**config.mk**
```make
export PLATFORM = sky130hd
export DESIGN_NAME = coffee_brew_ctrl
export DESIGN_NICKNAME = d
export VERILOG_FILES = /design/src/rtl/vmcoffee_pkg.sv /design/src/rtl/brew_timer.sv /design/src/rtl/coffee_brew_ctrl.sv
export SDC_FILE = /design/constraint.sdc
export NUM_CORES = 1
export LEC_CHECK = 0
export CORE_MARGIN = 2
export CORE_UTILIZATION = 55
export DETAILED_ROUTE_END_ITERATION = 10
export DONT_BUFFER_PORTS = 1
export PLACE_DENSITY = 0.83
export SLEW_MARGIN = 0
export SYNTH_ARGS = -nofsm -noshare
export SYNTH_HDL_FRONTEND = slang
export SYNTH_HIERARCHICAL = 1
export SYNTH_SLANG_ARGS = --single-unit
```
**constraint.sdc**
```tcl
create_clock -name clk -period 2.3 [get_ports clk]
set_clock_uncertainty 0.2 [all_clocks]
set_input_delay 0.46 -clock clk [delete_from_list [all_inputs] [get_ports clk]]
set_output_delay 0.46 -clock clk [all_outputs]
set_load 0.03 [all_outputs]
```
**src/rtl/vmcoffee_pkg.sv**
```systemverilog
// Shared types and widths for the coffee brew controller.
// State encoding is fixed so downstream debug tools can decode the state bus.
package vmcoffee_pkg;

    typedef enum logic [2:0] {
        ST_IDLE  = 3'd0,
        ST_GRIND = 3'd1,
        ST_HEAT  = 3'd2,
        ST_PUMP  = 3'd3,
        ST_DONE  = 3'd4
    } brew_state_t;

    localparam int WATER_W    = 5;
    localparam int WATER_FULL = 31;
    localparam int BEAN_W     = 4;
    localparam int TMR_W      = 8;

endpackage

```
**src/rtl/brew_timer.sv**
```systemverilog
// Phase down counter: loads N-1 on phase entry, counts down and holds at zero.
// The owning FSM leaves a phase on the edge where zero is high.
module brew_timer
    import vmcoffee_pkg::*;
(
    input  logic             clk,
    input  logic             rst,
    input  logic             load,
    input  logic [TMR_W-1:0] load_val,
    output logic             zero
);

    logic [TMR_W-1:0] cnt;

    always_ff @(posedge clk) begin
        if (rst) begin
            cnt <= '0;
        end else if (load) begin
            cnt <= load_val;
        end else if (cnt != '0) begin
            cnt <= cnt - 1'b1;
        end
    end

    assign zero = (cnt == '0);

endmodule

```
**src/rtl/coffee_brew_ctrl.sv**
```systemverilog
// Brew sequencer behind the vending FSM: grind -> heat -> pump -> done,
// with water/bean inventory tracking and one-cycle DONE/DROP/FAULT pulses.
module coffee_brew_ctrl
    import vmcoffee_pkg::*;
#(
    parameter int GRIND_CYC     = 8,
    parameter int HEAT_CYC      = 16,
    parameter int PUMP_CYC      = 12,
    parameter int WATER_PER_CUP = 2,
    parameter int BEAN_MAX      = 15
) (
    input  logic               clk,
    input  logic               rst,
    input  logic               COFFEE,
    input  logic               REFILL_W,
    input  logic               REFILL_B,
    output logic [WATER_W-1:0] WATER,
    output logic               BEANS,
    output logic               GRIND,
    output logic               HEAT,
    output logic               PUMP,
    output logic               BUSY,
    output logic               DONE,
    output logic               DROP,
    output logic               FAULT
);

    localparam logic [WATER_W-1:0] WATER_CUP = WATER_W'(WATER_PER_CUP);
    localparam logic [WATER_W-1:0] WATER_TOP = WATER_W'(WATER_FULL);
    localparam logic [BEAN_W-1:0]  BEAN_TOP  = BEAN_W'(BEAN_MAX);
    localparam logic [TMR_W-1:0]   GRIND_LD  = TMR_W'(GRIND_CYC - 1);
    localparam logic [TMR_W-1:0]   HEAT_LD   = TMR_W'(HEAT_CYC - 1);
    localparam logic [TMR_W-1:0]   PUMP_LD   = TMR_W'(PUMP_CYC - 1);

    brew_state_t       state;
    logic [BEAN_W-1:0] bean_cnt;
    logic              stock_ok;
    logic              tmr_load;
    logic [TMR_W-1:0]  tmr_val;
    logic              tmr_zero;

    function automatic logic [WATER_W-1:0] water_after_cup(input logic [WATER_W-1:0] lvl);
        return (lvl >= WATER_CUP) ? lvl - WATER_CUP : '0;
    endfunction

    function automatic logic [BEAN_W-1:0] beans_after_cup(input logic [BEAN_W-1:0] cnt);
        return (cnt != '0) ? cnt - 1'b1 : '0;
    endfunction

    assign stock_ok = (WATER >= WATER_CUP) && (bean_cnt != '0);
    assign BEANS    = (bean_cnt != '0);

    // Timer reload points coincide with every phase entry.
    always_comb begin
        tmr_load = 1'b0;
        tmr_val  = GRIND_LD;
        case (state)
            ST_IDLE: begin
                tmr_load = COFFEE && stock_ok;
                tmr_val  = GRIND_LD;
            end
            ST_GRIND: begin
                tmr_load = tmr_zero;
                tmr_val  = HEAT_LD;
            end
            ST_HEAT: begin
                tmr_load = tmr_zero;
                tmr_val  = PUMP_LD;
            end
            default: begin
                tmr_load = 1'b0;
                tmr_val  = GRIND_LD;
            end
        endcase
    end

    brew_timer u_timer (
        .clk      (clk),
        .rst      (rst),
        .load     (tmr_load),
        .load_val (tmr_val),
        .zero     (tmr_zero)
    );

    always_ff @(posedge clk) begin
        if (rst) begin
            state    <= ST_IDLE;
            GRIND    <= 1'b0;
            HEAT     <= 1'b0;
            PUMP     <= 1'b0;
            BUSY     <= 1'b0;
            DONE     <= 1'b0;
            DROP     <= 1'b0;
            FAULT    <= 1'b0;
            WATER    <= WATER_TOP;
            bean_cnt <= BEAN_TOP;
        end else begin
            DONE  <= 1'b0;
            FAULT <= 1'b0;
            DROP  <= COFFEE && (state != ST_IDLE);
            case (state)
                ST_IDLE: begin
                    // Order is judged on pre-refill stock; refill lands on the same edge.
                    if (COFFEE) begin
                        if (stock_ok) begin
                            state <= ST_GRIND;
                            GRIND <= 1'b1;
                            BUSY  <= 1'b1;
                        end else begin
                            FAULT <= 1'b1;
                        end
                    end
                    if (REFILL_W) WATER    <= WATER_TOP;
                    if (REFILL_B) bean_cnt <= BEAN_TOP;
                end
                ST_GRIND: begin
                    if (tmr_zero) begin
                        state    <= ST_HEAT;
                        GRIND    <= 1'b0;
                        HEAT     <= 1'b1;
                        bean_cnt <= beans_after_cup(bean_cnt);
                    end
                end
                ST_HEAT: begin
                    if (tmr_zero) begin
                        state <= ST_PUMP;
                        HEAT  <= 1'b0;
                        PUMP  <= 1'b1;
                    end
                end
                ST_PUMP: begin
                    if (tmr_zero) begin
                        state <= ST_DONE;
                        PUMP  <= 1'b0;
                        DONE  <= 1'b1;
                        WATER <= water_after_cup(WATER);
                    end
                end
                ST_DONE: begin
                    state <= ST_IDLE;
                    BUSY  <= 1'b0;
                end
                default: begin
                    state <= ST_IDLE;
                    GRIND <= 1'b0;
                    HEAT  <= 1'b0;
                    PUMP  <= 1'b0;
                    BUSY  <= 1'b0;
                end
            endcase
        end
    end

endmodule

```
==> impl_metrics.env <==
export IMPL_hp_class="in -> reg"
export IMPL_synth_compound_area_share_pct=20.1
export IMPL_worst_slack_ns=0.0925
export IMPL_finalNonFillerCells=212
export IMPL_critPathArrivalTime_ns=2.28
export IMPL_finalSetupViolations=0
export IMPL_yosysUniqueCellTypes=56
export IMPL_routed_via_density=6.17
export IMPL_drtPass1Iterations=6
export IMPL_synth_edff_count=0
export IMPL_synth_xor_xnor_area_share_pct=3.59
export IMPL_syn_to_final_growth_pct=15.1
export IMPL_slew_violations=0
export IMPL_synth_area_leaders="dfxtp_1 37%, nand2_1 3.8%, a21oi_1 3.1%"
export IMPL_antenna_found_initial=0
export IMPL_synthMuxAreaShare_pct=1.37
export IMPL_die_w_um=55.6
export IMPL_syn_instance_count=166
export IMPL_r2r_start="WATER[1]"
export IMPL_max_slew_margin_rel_pct=61.8
export IMPL_critPathKind="reg -> reg"
export IMPL_min_delay_start="rst"
export IMPL_drt_iter0_markers=69
export IMPL_coreArea_um2=2500
export IMPL_clock_latency_ns=0.33
export IMPL_final_layout_size_suffix_gt1_share_pct=20.3
export IMPL_num_rows=18
export IMPL_cp_end_kind="flip-flop"
export IMPL_grt_pass1_vias=1236
export IMPL_tightest_slew_ns=0.557
export IMPL_io_pins=18
export IMPL_ir_worst_vdd_v=0.000789
export IMPL_synth_most_common_cell="dfxtp_1"
export IMPL_cts_reportedPaths_clkPinSlew_ns=0.16
export IMPL_dp_cells=206
export IMPL_synth_simple_area_share_pct=30.3
export IMPL_powerDensity_nw_per_um2=955
export IMPL_fillers=193
export IMPL_overflow=0
export IMPL_synth_top_family_by_area="simple AND/OR/NAND/NOR gates"
export IMPL_startpoint="WATER[1]"
export IMPL_synth_top_cell_by_area="dfxtp_1"
export IMPL_dpl_hpwl_um=2390
export IMPL_hold_slack_ns=0.0172
export IMPL_ys_seq_area_share_pct=37.0
export IMPL_port_buffers=0
export IMPL_synth_avg_cell_area_um2=8.81
export IMPL_grt_usage_pct=22.6
export IMPL_syn_cell_area_um2=1460
export IMPL_grt_max_degree=22
export IMPL_synthArstFlopShare_pct=0
export IMPL_synth_fa_ha_area_share_pct=1.71
export IMPL_dp_slack_ns=0.0554
export IMPL_ant_nets=0
export IMPL_period_needed_ns=2.21
export IMPL_setup_tns_ns=0
export IMPL_fmax_ghz=0.453
export IMPL_num_vias=1308
export IMPL_gp_congestion=0.823
export IMPL_cts_made_buffers=3
export IMPL_rsz0062_at_grt="yes"
export IMPL_nNetsFinal=190
export IMPL_status="finished, final reports clean"
export IMPL_die_area_um2=3090
export IMPL_start_kind="flip-flop"
export IMPL_yosys_warnings=6
export IMPL_drv_cap=0
export IMPL_cts_sinks=27
export IMPL_htreeDepth=1
export IMPL_synth_top_area_share_pct=37.0
export IMPL_initial_core_util_pct=58.5
export IMPL_grt_pass1_wl_um=5750
export IMPL_min_period_over_period_pct=96.0
export IMPL_cts_tree="built"
export IMPL_ys_flop_type="dfxtp_1"
export IMPL_ys_ff_latch=27
export IMPL_finalHoldViolations=0
export IMPL_drc=0
export IMPL_antenna_cells=0
export IMPL_wl_per_cell_um=16.3
export IMPL_totalPowerFinal_mw=1.61
export IMPL_leakage_nw=0.636
export IMPL_path_max_fanout=4
export IMPL_cp_required_ns=2.37
export IMPL_chipHeight_um=55.6
export IMPL_clock_path_buffers=2
export IMPL_cts_root_buf="clkbuf_4"
export IMPL_synth_common_cells="27 x dfxtp_1, 15 x nand2_1, 9 x a21oi_1, 9 x nor2_1"
export IMPL_drt_total_wl_um=3450
-- critical path, stage by stage (launching register included) --
cell       delay (ns)
dfxtp_2          0.34
inv_1            0.06
ha_1             0.16
or3b_1           0.40
o2111ai_2        0.26
a221oi_4         0.12
or4_4            0.54
o211ai_2         0.08
-- per-stage QoR --
stage | area, µm² | util, %
finish | 1680 | 67.3
global route | 1680 | 67.3
CTS | 1630 | 65.0
detailed placement | 1590 | 63.5
global placement | 1590 | 63.5
floorplan | 1500 | -
-- path summary, 6_finish.rpt --
| check | slack [ns] | to | cells past startpoint |
|---|---|---|---|
| setup / recovery | 0.09 | u_timer/cnt[0] | 7 |
| hold / removal | 0.02 | DONE | 1 |
| setup reg to reg | 0.09 | u_timer/cnt[0] | 7 |
| hold reg to reg | 0.33 | bean_cnt[3] | 2 |
-- layout make-up --
class                   count  area, µm²  share of cell area (%)
multi-input cells         126        902                    53.6
flip-flops and latches     27        546                    32.4
repair buffers             17        140                    8.33
well taps                  30       37.5                    2.23
inverters                   8       30.0                    1.78
clock buffers               3       22.5                    1.34
clock inverters             1       5.00                   0.297
-- per-layer routing --
| layer | vias up | GRT usage, % | wire length, µm | share of wire [%] |
|---|---|---|---|---|
| met5 | - | 0 | 0 | 0 |
| met4 | 0 | 3.83 | 44 | 1.3 |
| met3 | 6 | 5.58 | 199 | 5.8 |
| met2 | 41 | 39.1 | 1730 | 50 |
| met1 | 625 | 28.9 | 1480 | 43 |
| li1 | 636 | - | - | - |
-- registers in the layout, summed over array words and instances, names as in the netlist, 3 cells and up --
register / cells
u_timer/cnt: 8
WATER: 5
bean_cnt: 4
state: 3
-- power by group --
group          leakage, nW  total (mW)  internal, mW  switching (mW)
clock network       0.0177       0.209        0.0652           0.144
registers            0.221       0.717         0.559           0.158
logic                0.397       0.682         0.338           0.343
total                0.636        1.61         0.962           0.646
-- logic make-up after synthesis --
kind of cell,count (synthesis)
AO/OA/AOI/OAI,40
buffers and inverters,17
AND/OR/NAND/NOR,70
adder cells (fa/ha/maj),2
multiplexers,2
flip-flops,27
other,2
XOR/XNOR,6
-- what timing repair did --
item | 4_1_cts | 5_1_grt
hold endpoints to repair | 7 | 2
hold buffers | 1 | 1
resized for setup | 0 | 10
setup buffers | 0 | 0
setup endpoints to repair | 0 | 5
-- placed cells by master (no fill, tap or decap), drive strengths merged, types with 2 or more instances in the layout --
| cell | instances |
|---|---|
| a211oi | 2 |
| a21o | 2 |
| a21oi | 9 |
| a2bb2oi | 2 |
| buf | 15 |
| clkbuf | 3 |
| conb | 6 |
| dfxtp | 27 |
| dlygate4sd3 | 2 |
| ha | 2 |
| inv | 8 |
| mux2i | 2 |
| nand2 | 15 |
| nand2b | 4 |
| nand3 | 4 |
| nand3b | 3 |
| nor2 | 9 |
| nor2b | 4 |
| nor3 | 9 |
| nor3b | 5 |
| o211ai | 2 |
| o21ai | 3 |
| o21bai | 3 |
| o31ai | 2 |
| o32ai | 5 |
| or2 | 3 |
| or3 | 2 |
| or4 | 4 |
| xnor2 | 5 |
(Power assumes the default switching activity.)
